[config.mk]
export PLATFORM = sky130hd
export DESIGN_NAME = bnn_xnor_acc
export DESIGN_NICKNAME = d
export VERILOG_FILES = /design/src/rtl/bnn_xnor_acc.sv
export SDC_FILE = /design/constraint.sdc
export NUM_CORES = 1
export LEC_CHECK = 0
export CORE_ASPECT_RATIO = 0.8
export CORE_UTILIZATION = 62
export CTS_BUF_LIST = sky130_fd_sc_hd__clkbuf_4 sky130_fd_sc_hd__clkbuf_8
export CTS_CLUSTER_SIZE = 20
export DETAILED_ROUTE_END_ITERATION = 16
export PLACE_DENSITY = 0.95
export SYNTH_ARGS = -nofsm -noshare
export SYNTH_HDL_FRONTEND = slang
export SYNTH_SLANG_ARGS = --single-unit
[constraint.sdc]
create_clock -name clk -period 14.9 [get_ports clk]
set_input_delay 2.98 -clock clk [delete_from_list [all_inputs] [get_ports clk]]
set_output_delay 2.98 -clock clk [all_outputs]
set_load 0.01 [all_outputs]
[src/rtl/bnn_xnor_acc.sv]
// bnn_xnor_acc: binary XNOR-popcount accumulator over two memory vectors, thresholded result written back.
module bnn_xnor_acc #(
   parameter int DATA_W = 32,
   parameter int MEM_AW = 14,
   parameter int ACC_W  = 16,
   parameter int LEN_W  = 8
) (
   input  logic                clk,
   input  logic                rst,
   input  logic                cfg_wen,
   input  logic [31:0]         cfg_addr,
   input  logic [DATA_W-1:0]   cfg_wdata,
   output logic [DATA_W-1:0]   cfg_rdata,
   output logic                mem_ren,
   output logic                mem_wen,
   output logic [DATA_W/8-1:0] mem_be,
   output logic [MEM_AW-1:0]   mem_addr,
   output logic [DATA_W-1:0]   mem_wdata,
   input  logic [DATA_W-1:0]   mem_rdata,
   output logic                busy,
   output logic                done
);
   typedef enum logic [2:0] {IDLE, RD_IN, RD_W, MAC, WR, FIN} state_t;
   localparam logic [15:0] A_IN = 16'h0008, A_W = 16'h000C, A_CTRL = 16'h0010, A_OUT = 16'h0014,
                           A_TH = 16'h0018, A_STAT = 16'h001C, A_ACC = 16'h0020;
   state_t state_q, state_d;
   logic [MEM_AW-1:0] in_base_q, w_base_q, out_addr_q, in_s_q, w_s_q, out_s_q, addr_d;
   logic [DATA_W-1:0] thresh_q, thresh_s_q, in_word_q, wdata_d;
   logic [LEN_W-1:0]  len_q, len_s_q, i_q, i_d;
   logic [ACC_W-1:0]  acc_q, acc_d;
   logic [ACC_W:0]    sum;
   logic              accum_q, go_q, busy_q, done_q, done_st_q, err_st_q, mem_ren_q, mem_wen_q;
   logic [DATA_W/8-1:0] mem_be_q;
   logic [MEM_AW-1:0] mem_addr_q;
   logic [DATA_W-1:0] mem_wdata_q;
   logic [15:0]       sel;
   logic              start, launch, last, unused_addr;
   assign sel         = cfg_addr[31:16];
   assign unused_addr = ^cfg_addr[15:0];
   assign start       = cfg_wen && sel == A_CTRL && cfg_wdata[0];
   assign launch      = start && !busy_q;
   assign last        = i_q == len_s_q - 1'b1;
   assign sum         = {1'b0, acc_q} + (ACC_W+1)'($countones(~(in_word_q ^ mem_rdata)));
   assign cfg_rdata = sel == A_IN   ? DATA_W'(in_base_q) :
                      sel == A_W    ? DATA_W'(w_base_q) :
                      sel == A_CTRL ? DATA_W'({len_q, 6'b0, accum_q, 1'b0}) :
                      sel == A_OUT  ? DATA_W'(out_addr_q) :
                      sel == A_TH   ? thresh_q :
                      sel == A_STAT ? DATA_W'({err_st_q, done_st_q, busy_q}) :
                      sel == A_ACC  ? DATA_W'(acc_q) : '0;
   always_comb begin
      state_d = state_q == IDLE  ? (go_q ? (len_s_q == '0 ? WR : RD_IN) : IDLE) :
                state_q == RD_IN ? RD_W :
                state_q == RD_W  ? MAC :
                state_q == MAC   ? (last ? WR : RD_IN) :
                state_q == WR    ? FIN : IDLE;
      i_d     = launch ? '0 : state_q == MAC ? i_q + 1'b1 : i_q;
      // saturate instead of wrapping once the sum carries out of ACC_W bits
      acc_d   = launch ? (cfg_wdata[1] ? acc_q : '0) :
                state_q == MAC ? (sum[ACC_W] ? '1 : sum[ACC_W-1:0]) : acc_q;
      addr_d  = state_d == RD_IN ? in_s_q + MEM_AW'(i_d) :
                state_d == RD_W  ? w_s_q + MEM_AW'(i_d) :
                state_d == WR    ? out_s_q : '0;
      wdata_d = '0;
      wdata_d[ACC_W-1:0] = acc_d;
      wdata_d[DATA_W-1]  = DATA_W'(acc_d) >= thresh_s_q;
   end
   always_ff @(posedge clk or posedge rst) begin
      if (rst) begin
         state_q <= IDLE;
         {in_base_q, w_base_q, out_addr_q, in_s_q, w_s_q, out_s_q} <= '0;
         {thresh_q, thresh_s_q, in_word_q, len_q, len_s_q, i_q, acc_q} <= '0;
         {accum_q, go_q, busy_q, done_q, done_st_q, err_st_q} <= '0;
         {mem_ren_q, mem_wen_q, mem_be_q, mem_addr_q, mem_wdata_q} <= '0;
      end else begin
         if (cfg_wen && sel == A_IN) in_base_q <= cfg_wdata[MEM_AW-1:0];
         if (cfg_wen && sel == A_W) w_base_q <= cfg_wdata[MEM_AW-1:0];
         if (cfg_wen && sel == A_OUT) out_addr_q <= cfg_wdata[MEM_AW-1:0];
         if (cfg_wen && sel == A_TH) thresh_q <= cfg_wdata;
         if (cfg_wen && sel == A_CTRL) {len_q, accum_q} <= {cfg_wdata[8+:LEN_W], cfg_wdata[1]};
         if (launch) {in_s_q, w_s_q, out_s_q, thresh_s_q, len_s_q} <=
            {in_base_q, w_base_q, out_addr_q, thresh_q, cfg_wdata[8+:LEN_W]};
         err_st_q  <= (start && busy_q) ? 1'b1 : (cfg_wen && sel == A_STAT && cfg_wdata[2]) ? 1'b0 : err_st_q;
         done_st_q <= state_q == FIN ? 1'b1 : start ? 1'b0 : done_st_q;
         state_q   <= state_d;
         i_q       <= i_d;
         acc_q     <= acc_d;
         go_q      <= launch;
         busy_q    <= launch || state_d != IDLE;
         done_q    <= state_q == FIN;
         in_word_q <= state_q == RD_W ? mem_rdata : in_word_q;
         mem_ren_q <= state_d == RD_IN || state_d == RD_W;
         mem_wen_q <= state_d == WR;
         mem_be_q  <= {(DATA_W/8){state_d == WR}};
         mem_addr_q  <= addr_d;
         mem_wdata_q <= state_d == WR ? wdata_d : '0;
      end
   end
   assign mem_ren   = mem_ren_q;
   assign mem_wen   = mem_wen_q;
   assign mem_be    = mem_be_q;
   assign mem_addr  = mem_addr_q;
   assign mem_wdata = mem_wdata_q;
   assign busy      = busy_q;
   assign done      = done_q;
endmodule

Word level (Yosys, flattened, before mapping)
Cells that the tools add are included.

Memories kept: 0. Output and inout port bits: 86. Word-level logic and storage cells: 127. Flip-flop bits (word level): 278. RAM bits: 0. Input port bits: 99. Bits in latches: 0. Memory bits (read-only): 0.

Muxes and demuxes: 29. Shifts and indexed selects: 0. Add/subtract/negate cells: 36. Reductions and logical operators: 18. Bitwise logic cells: 2. Equality and inequality tests: 16. Div/mod/pow operators: 0. Multiply operators: 0. Magnitude comparators: 1.

Operators by type and width (count): two-way mux 32 bit (6); two-way mux 16 bit (6); == test 16 x 5 -> 1 bit (second input constant) (4); two-way mux 14 bit (3); adder 1 x 1 -> 2 bit (16); == test 16 x 4 -> 1 bit (second input constant) (2); >= comparator 16 x 32 -> 1 bit (1); NOT 32 bit (1); bitwise XOR 32 bit (1); adder 14 x 8 -> 14 bit (2); adder 2 x 2 -> 3 bit (8); two-way mux 3 bit (8); adder 16 x 6 -> 17 bit (1); adder 3 x 3 -> 4 bit (4); == test 16 x 6 -> 1 bit (second input constant) (1); two-way mux 8 bit (2); adder 4 x 4 -> 5 bit (2); logical AND 1 bit (10); == test 3 x 2 -> 1 bit (second input constant) (3); == test 3 bit (second input constant) (3); adder 8 x 1 -> 8 bit (second input constant) (1); == test 8 bit (1); logical NOT 8 bit (1); subtractor 8 x 1 -> 8 bit (second input constant) (1); other kinds (8) (14).

Depth between registers and ports, before layout
Gate-level depths: netlist of run 1.

Word-level depth: 13. Gate-level depth with buffers: 27. Depth with buffers taken out: 27.

Worst setup path before layout of run 1
No wires, ideal clock.

Path type: input-to-reg. From: input mem_rdata[0]. To: register mem_wdata_q[31], in the netlist mem_wdata[31]. Setup slack: 5.615 ns. Buffers on the path: 0. Data required time: 14.765 ns. Arrival: 9.150 ns. Cell stages on the path: 26. Library setup time: 0.135 ns. Path through: xnor2_1 fa_1 inv_1 fa_1 fa_1 fa_1 fa_1 inv_1 fa_1 inv_1 fa_1 inv_1 fa_1 a21o_1 a21oi_1 nand2b_1 a2111o_1 o21a_1 a21oi_1 ha_1 a21o_1 a21o_1 a21oi_1 nor2_1 a211oi_1 a211oi_1.

Word-level cells in the longest chain between the ends: 13.

RTL lines: start, declared (line 19) `input logic [DATA_W-1:0] mem_rdata,`; bitwise XOR 32 bit (line 43) `assign sum = {1'b0, acc_q} + (ACC_W+1)'($countones(~(in_word_q ^ mem_rdata)));`; NOT 32 bit (line 43); adder 1 x 1 -> 2 bit (implied by the code) (line 43); adder 2 x 2 -> 3 bit (implied by the code) (line 43); adder 3 x 3 -> 4 bit (implied by the code) (line 43); adder 4 x 4 -> 5 bit (implied by the code) (line 43); adder 5 x 5 -> 6 bit (implied by the code) (line 43); adder 16 x 6 -> 17 bit (line 43); two-way mux 16 bit (2 in a row) (line 60) `state_q == MAC ? (sum[ACC_W] ? '1 : sum[ACC_W-1:0]) : acc_q;`; two-way mux 16 bit (line 59) `acc_d = launch ? (cfg_wdata[1] ? acc_q : '0) :`; via acc_d[9] (line 30) `logic [ACC_W-1:0] acc_q, acc_d;`; >= comparator 16 x 32 -> 1 bit (line 66) `wdata_d[DATA_W-1] = DATA_W'(acc_d) >= thresh_s_q;`; two-way mux 32 bit (line 96) `mem_wdata_q <= state_d == WR ? wdata_d : '0;`; end signal, assigned (line 96); end, declared (line 35) `logic [DATA_W-1:0] mem_wdata_q;`.

The timed path passes the listed nets, and every way through them passes these cells. A chain may end at the register's enable or synchronous reset.

Worst setup path in the final report of run 1
From: input mem_rdata[0]. To: register mem_wdata_q[31], in the netlist mem_wdata[31].

Word-level cells in the longest chain between the ends: 13.

RTL lines (line): bitwise XOR 32 bit (43); NOT 32 bit (43); adder 1 x 1 -> 2 bit (implied by the code) (43); adder 2 x 2 -> 3 bit (implied by the code) (43); adder 3 x 3 -> 4 bit (implied by the code) (43); adder 4 x 4 -> 5 bit (implied by the code) (43); adder 5 x 5 -> 6 bit (implied by the code) (43); adder 16 x 6 -> 17 bit (43); two-way mux 16 bit (2 in a row) (60); two-way mux 16 bit (59); >= comparator 16 x 32 -> 1 bit (66); two-way mux 32 bit (96).

No other way between the ends.

==> run summary, run 1 <==
CTS buffer count: 41
Max-Cap Viols: 0
FMAX: 93.41 MHz
Setup ws final: 4.194 ns
# diodes: 0
HP Class: reg -> reg
Critical Path AT: 11.08 ns
GR Util All Layers: 34.05%
Core ar.: 0.02180 mm²
Fin. max-slew vios: 0
Seq cells post-synth: 262
Total Routed Length: 38210 µm
# rows: 48
Most frequent cells in the layout: dfrtp_1 (262), nand2_1 (242), clkdlybuf4s50_1 (153)
Yosys warns: 0
Slew Limit Headroom: 13.37%
Worst-path clk slew: 0.06 ns
Total area of multi-input combinational cells: 0.006778 mm²
Pin count of the biggest net entering global routing: 125
First-pass GRT wire length: 60130 µm
Routed via count: 11240
Data required, critical path: 15.28 ns
Most used cell, CP: fa_1
Storage element area: 0.006556 mm²
Full die area: 0.02302 mm²
GP Congestion: 0.9214
Crit path capture type: flop
Largest stage delay, worst path: 0.54 ns
Slew @ Worst Pin: 1.290 ns
Root buffer cell: clkbuf_8
Initial antenna violation count: 0
Vias/cell: 6.175
DRT iter0 DRCs: 1450
Async S/R FF share, synth: 100.0%
Die Span X: 169.4 µm
Setup TNS: 0 ns
Setup Skew: 0.01450 ns
WL/cell: 20.99 µm
Top Ports: 185
Final ANT Viol Nets: 0
RSZ-0062 raised after global routing: false
Commonest non-fill, non-tap cell in the layout: dfrtp_1
Hold Violations, Final: 0
Clk buf depth: 3
Place WS: 4.002 ns
Die extent in y: 135.9 µm
CP startpoint kind: input pin
Hpwl dp: 27160 µm
Port Buffers: 153
Main flop type after synthesis: dfrtp_1
Min Clock Period, post-route: 10.71 ns
Avg Cell Area, Syn: 10.35 µm²
Later-pin clock latency in the skew report: 0.56 ns
Gates resized, CTS repair: 0
CP max-delay cell: fa_1
Area growth from synthesis to layout: 18.55%
Final setup viols: 0
Post-synth EDFFs: 0
Critical-path maximum fanout: 7
Syn Std Cell Area: 0.01389 mm²
Vias in the first global route: 11380
Hold buffers post-CTS: 0
CTS tree: built
Nets: 1671
Cell taking the most area after synthesis: dfrtp_1
Post-route DRC: 0
Period utilisation layout: 71.85%
Synth top area share: 47.19%
Share of layout cells above drive strength 1: 14.87%
Initial core utilization: 63.73%
Status: complete, no violations
Post-synthesis cell count: 1342
Synth cell types: 74
Sequential area share after synthesis: 47.19%
Clock net sink count: 262
Pre-antenna DRT Iters: 9
Grt ovf: 0
Fill count: 1314
Post-CTS Setup Bufs: 0
Critical setup path kind: in -> reg
H-tree depth: 2
Top cells by area, synth: dfrtp_1 (47%), mux2_2 (9.7%), nand2_1 (6.5%)
-- area by class of cell --
cell class              instances  share of cell area [%]
multi-input cells             951                   41.15
well taps                     300                   2.279
inverters                      72                   1.686
repair buffers                167                   9.935
flip-flops and latches        262                   39.80
clock buffers                  62                   4.801
clock inverters                 6                  0.3494
-- layer usage --
layer | track usage (%) | routed length, µm
met5 | 0 | 0
met4 | 15.37 | 1714
met3 | 8.210 | 4022
met2 | 54.02 | 17780
met1 | 44.79 | 14690
-- flip-flops by register name, summed over array words and instances, names as in the netlist, 16 cells and up --
register    cells
thresh_s_q     32
thresh_q       32
acc_q          16
in_word_q      32
mem_wdata      17
-- stage by stage --
step | std cells | hold WS [ns] | utilization (%) | area [µm²]
2_1_floorplan | 1356 | 0.4391 | - | 13950
3_3_place_gp | 1752 | 0.4524 | 71.67 | 15620
3_5_place_dp | 1752 | 0.4580 | 71.67 | 15620
4_1_cts | 1820 | 0.4701 | 75.56 | 16470
5_1_grt | 1820 | 0.4872 | 75.56 | 16470
6_report | 1820 | 0.4707 | 75.56 | 16470
-- worst max-delay path: cells and delay by family --
kind                       cells  cell delay (ns)
and+or+nand+nor                3             0.51
xor gates and xnor gates       1             0.16
adders and majority gates      9             4.24
buffers and inverters          5             0.71
AOI/OAI and AO/OA             10             2.44
-- cell usage after synthesis (26+ instances only) --
master	count
nand3_1	26
o21ai_0	62
clkbuf_1	34
xnor2_1	33
fa_1	28
a21oi_1	46
mux2_2	120
dfrtp_1	262
xor2_1	40
ha_1	49
nand2_1	242
inv_1	71
nor2_1	68
-- cells by family after synthesis --
group           count (synthesis)  share of synthesized area, %
fa+ha+maj                      77                         8.447
other cells                     1                       0.02699
simple gates                  443                         14.52
flops                         262                         47.19
xor+xnor                       73                         4.602
mux                           136                         10.88
buf+inv                       143                         4.566
compound gates                207                         9.779
-- path summary, 6_finish.rpt --
check | from | to | slack (ns) | depth (start not counted)
min | thresh_s_q[27] | thresh_s_q[27] | 0.47 | 2
max in group asynchronous | rst | out_addr_q[12] | 10.31 | 3
max reg2reg | in_word_q[0] | mem_wdata[31] | 6.68 | 27
max | mem_rdata[0] | mem_wdata[31] | 4.19 | 28
min in group asynchronous | rst | in_s_q[1] | 3.01 | 2
min reg2reg | thresh_s_q[27] | thresh_s_q[27] | 0.47 | 2
Power of run 1 is not shown: default switching activity piles up to over one toggle a cycle in this logic, so the estimate is an artifact.
==> run 2, diff against run 1 <==
--- a/config.mk
+++ b/config.mk
@@ -6,7 +6,7 @@
 export NUM_CORES = 1
 export LEC_CHECK = 0
 export CORE_ASPECT_RATIO = 0.8
-export CORE_UTILIZATION = 62
+export CORE_UTILIZATION = 58
 export CTS_BUF_LIST = sky130_fd_sc_hd__clkbuf_4 sky130_fd_sc_hd__clkbuf_8
 export CTS_CLUSTER_SIZE = 20
 export DETAILED_ROUTE_END_ITERATION = 16
==> constraint.sdc (replaced) <==
create_clock -name clk -period 11.2 [get_ports clk]
set_input_delay 2.24 -clock clk [delete_from_list [all_inputs] [get_ports clk]]
set_output_delay 2.24 -clock clk [all_outputs]
set_load 0.01 [all_outputs]
==> run 2 against run 1 <==
Highest routed layer is now met5. Routed wire length increased by 2.1%. Register-to-register slack worse by 3.4 ns. Critical path type unchanged. Clock skew increased by 0.0098 ns. First-iteration DRC count increased by 14%. Utilization decreased by 5.2 points. Sequential share of layout area decreased by 0.11 points. Global-route usage decreased by 1.6 points. Via count up 0.38%. Die area grew 6.8%. Critical path depth is the same. Non-clock buffer count fell by 2. Sequential cell count stayed put.
==> run summary, run 2 (synthesis gave the netlist of run 1 again) <==
Critical-path maximum fanout: 5
H-tree depth: 2
Routed via count: 11280
FMAX: 103.6 MHz
Top Ports: 185
DRT iter0 DRCs: 1650
Hpwl dp: 26610 µm
FF-to-FF setup slack: 3.30 ns
Clock net sink count: 262
Critical Path AT: 10.05 ns
CTS tree: built
RSZ-0062 raised after global routing: false
Gates resized, CTS repair: 0
Min Clock Period, post-route: 9.655 ns
R2R depth: 27
Hold path cells: 2
HP Class: reg -> reg
Full die area: 0.02458 mm²
Max-Cap Viols: 0
Data required, critical path: 11.59 ns
Final ANT Viol Nets: 0
First-pass GRT wire length: 61660 µm
Fin. max-slew vios: 0
Die extent in y: 140.4 µm
Final Hold Slack: 0.4674 ns
# rows: 50
Post-CTS Setup Bufs: 0
Reg2reg start: in_word_q[2]
Post-route DRC: 0
Initial antenna violation count: 0
Hold path start: thresh_s_q[27]
Grt ovf: 0
Most frequent cells in the layout: dfrtp_1 (262), nand2_1 (242), clkdlybuf4s50_1 (153)
Slew Limit Headroom: 9.465%
Worst r2r dst: mem_wdata[31]
Largest stage delay, worst path: 0.56 ns
Slew @ Worst Pin: 1.348 ns
Crit path capture type: flop
Total Routed Length: 39020 µm
Worst-path clk slew: 0.06 ns
Period utilisation layout: 86.21%
GR Util All Layers: 32.47%
Vias in the first global route: 11510
Place WS: 1.226 ns
Vias/cell: 6.155
GP Congestion: 0.9479
Setup ws final: 1.545 ns
Later-pin clock latency in the skew report: 0.57 ns
Area growth from synthesis to layout: 18.87%
Die Span X: 175.0 µm
Port Buffers: 153
Most used cell, CP: fa_1
Core ar.: 0.02346 mm²
# diodes: 0
Status: complete, no violations
Final setup viols: 0
Root buffer cell: clkbuf_8
Final core occ: 70.40%
WL/cell: 21.29 µm
CP max-delay cell: fa_1
Worst hold endpoint: thresh_s_q[27]
Setup TNS: 0 ns
CP startpoint kind: input pin
Pre-antenna DRT Iters: 6
Commonest non-fill, non-tap cell in the layout: dfrtp_1
CTS buffer count: 42
Nets: 1670
Setup Skew: 0.02427 ns
Initial core utilization: 59.23%
Share of layout cells above drive strength 1: 14.92%
Hold Violations, Final: 0
Clk buf depth: 3
Hold buffers post-CTS: 0
Pin count of the biggest net entering global routing: 124
Critical setup path kind: in -> reg
==> run 2: worst max-delay path: cells and delay by family <==
| family | cells | cell delay (ns) |
|---|---|---|
| buffers and inverters | 5 | 0.73 |
| XOR/XNOR | 1 | 0.16 |
| AO/OA/AOI/OAI | 9 | 2.19 |
| AND/OR/NAND/NOR | 4 | 0.60 |
| adder cells (fa/ha/maj) | 9 | 4.13 |
==> run 2: layout make-up <==
type / instances / area [µm²]
fillers: 1597 / 6944
multi-input cells: 951 / 6778
flip-flops and latches: 262 / 6556
repair buffers: 165 / 1622
clock buffers: 63 / 773.2
well taps: 312 / 390.4
inverters: 72 / 277.8
clock inverters: 8 / 118.9
==> run 2: layer usage <==
metal  part of all wire, %  routed length (µm)  global-route usage (%)
met2                    45               17640                   49.14
met1                    39               15210                   43.35
met3                    11                4165                   7.709
met4                   5.0                1963                   17.57
met5                  0.13                  49                   1.389
==> run 2: worst max-delay path by stage <==
| stage | from | slack, ns | end |
|---|---|---|---|
| 2_1_floorplan | rst | 1.75 | acc_q[0] |
| 3_3_place_gp | mem_rdata[4] | 1.48 | mem_wdata[31] |
| 3_5_place_dp | mem_rdata[4] | 1.23 | mem_wdata[31] |
| 4_1_cts | mem_rdata[4] | 1.74 | mem_wdata[31] |
| 5_1_grt | mem_rdata[4] | 1.21 | mem_wdata[31] |
| 6_report | mem_rdata[4] | 1.54 | mem_wdata[31] |
==> run 2: through the flow <==
stage          instances  cell area [µm²]
4_1_cts             1833            16520
2_1_floorplan       1356            13950
3_3_place_gp        1762            15620
6_report            1833            16520
5_1_grt             1833            16520
3_5_place_dp        1762            15620
Power of run 2 is left out for the same reason.
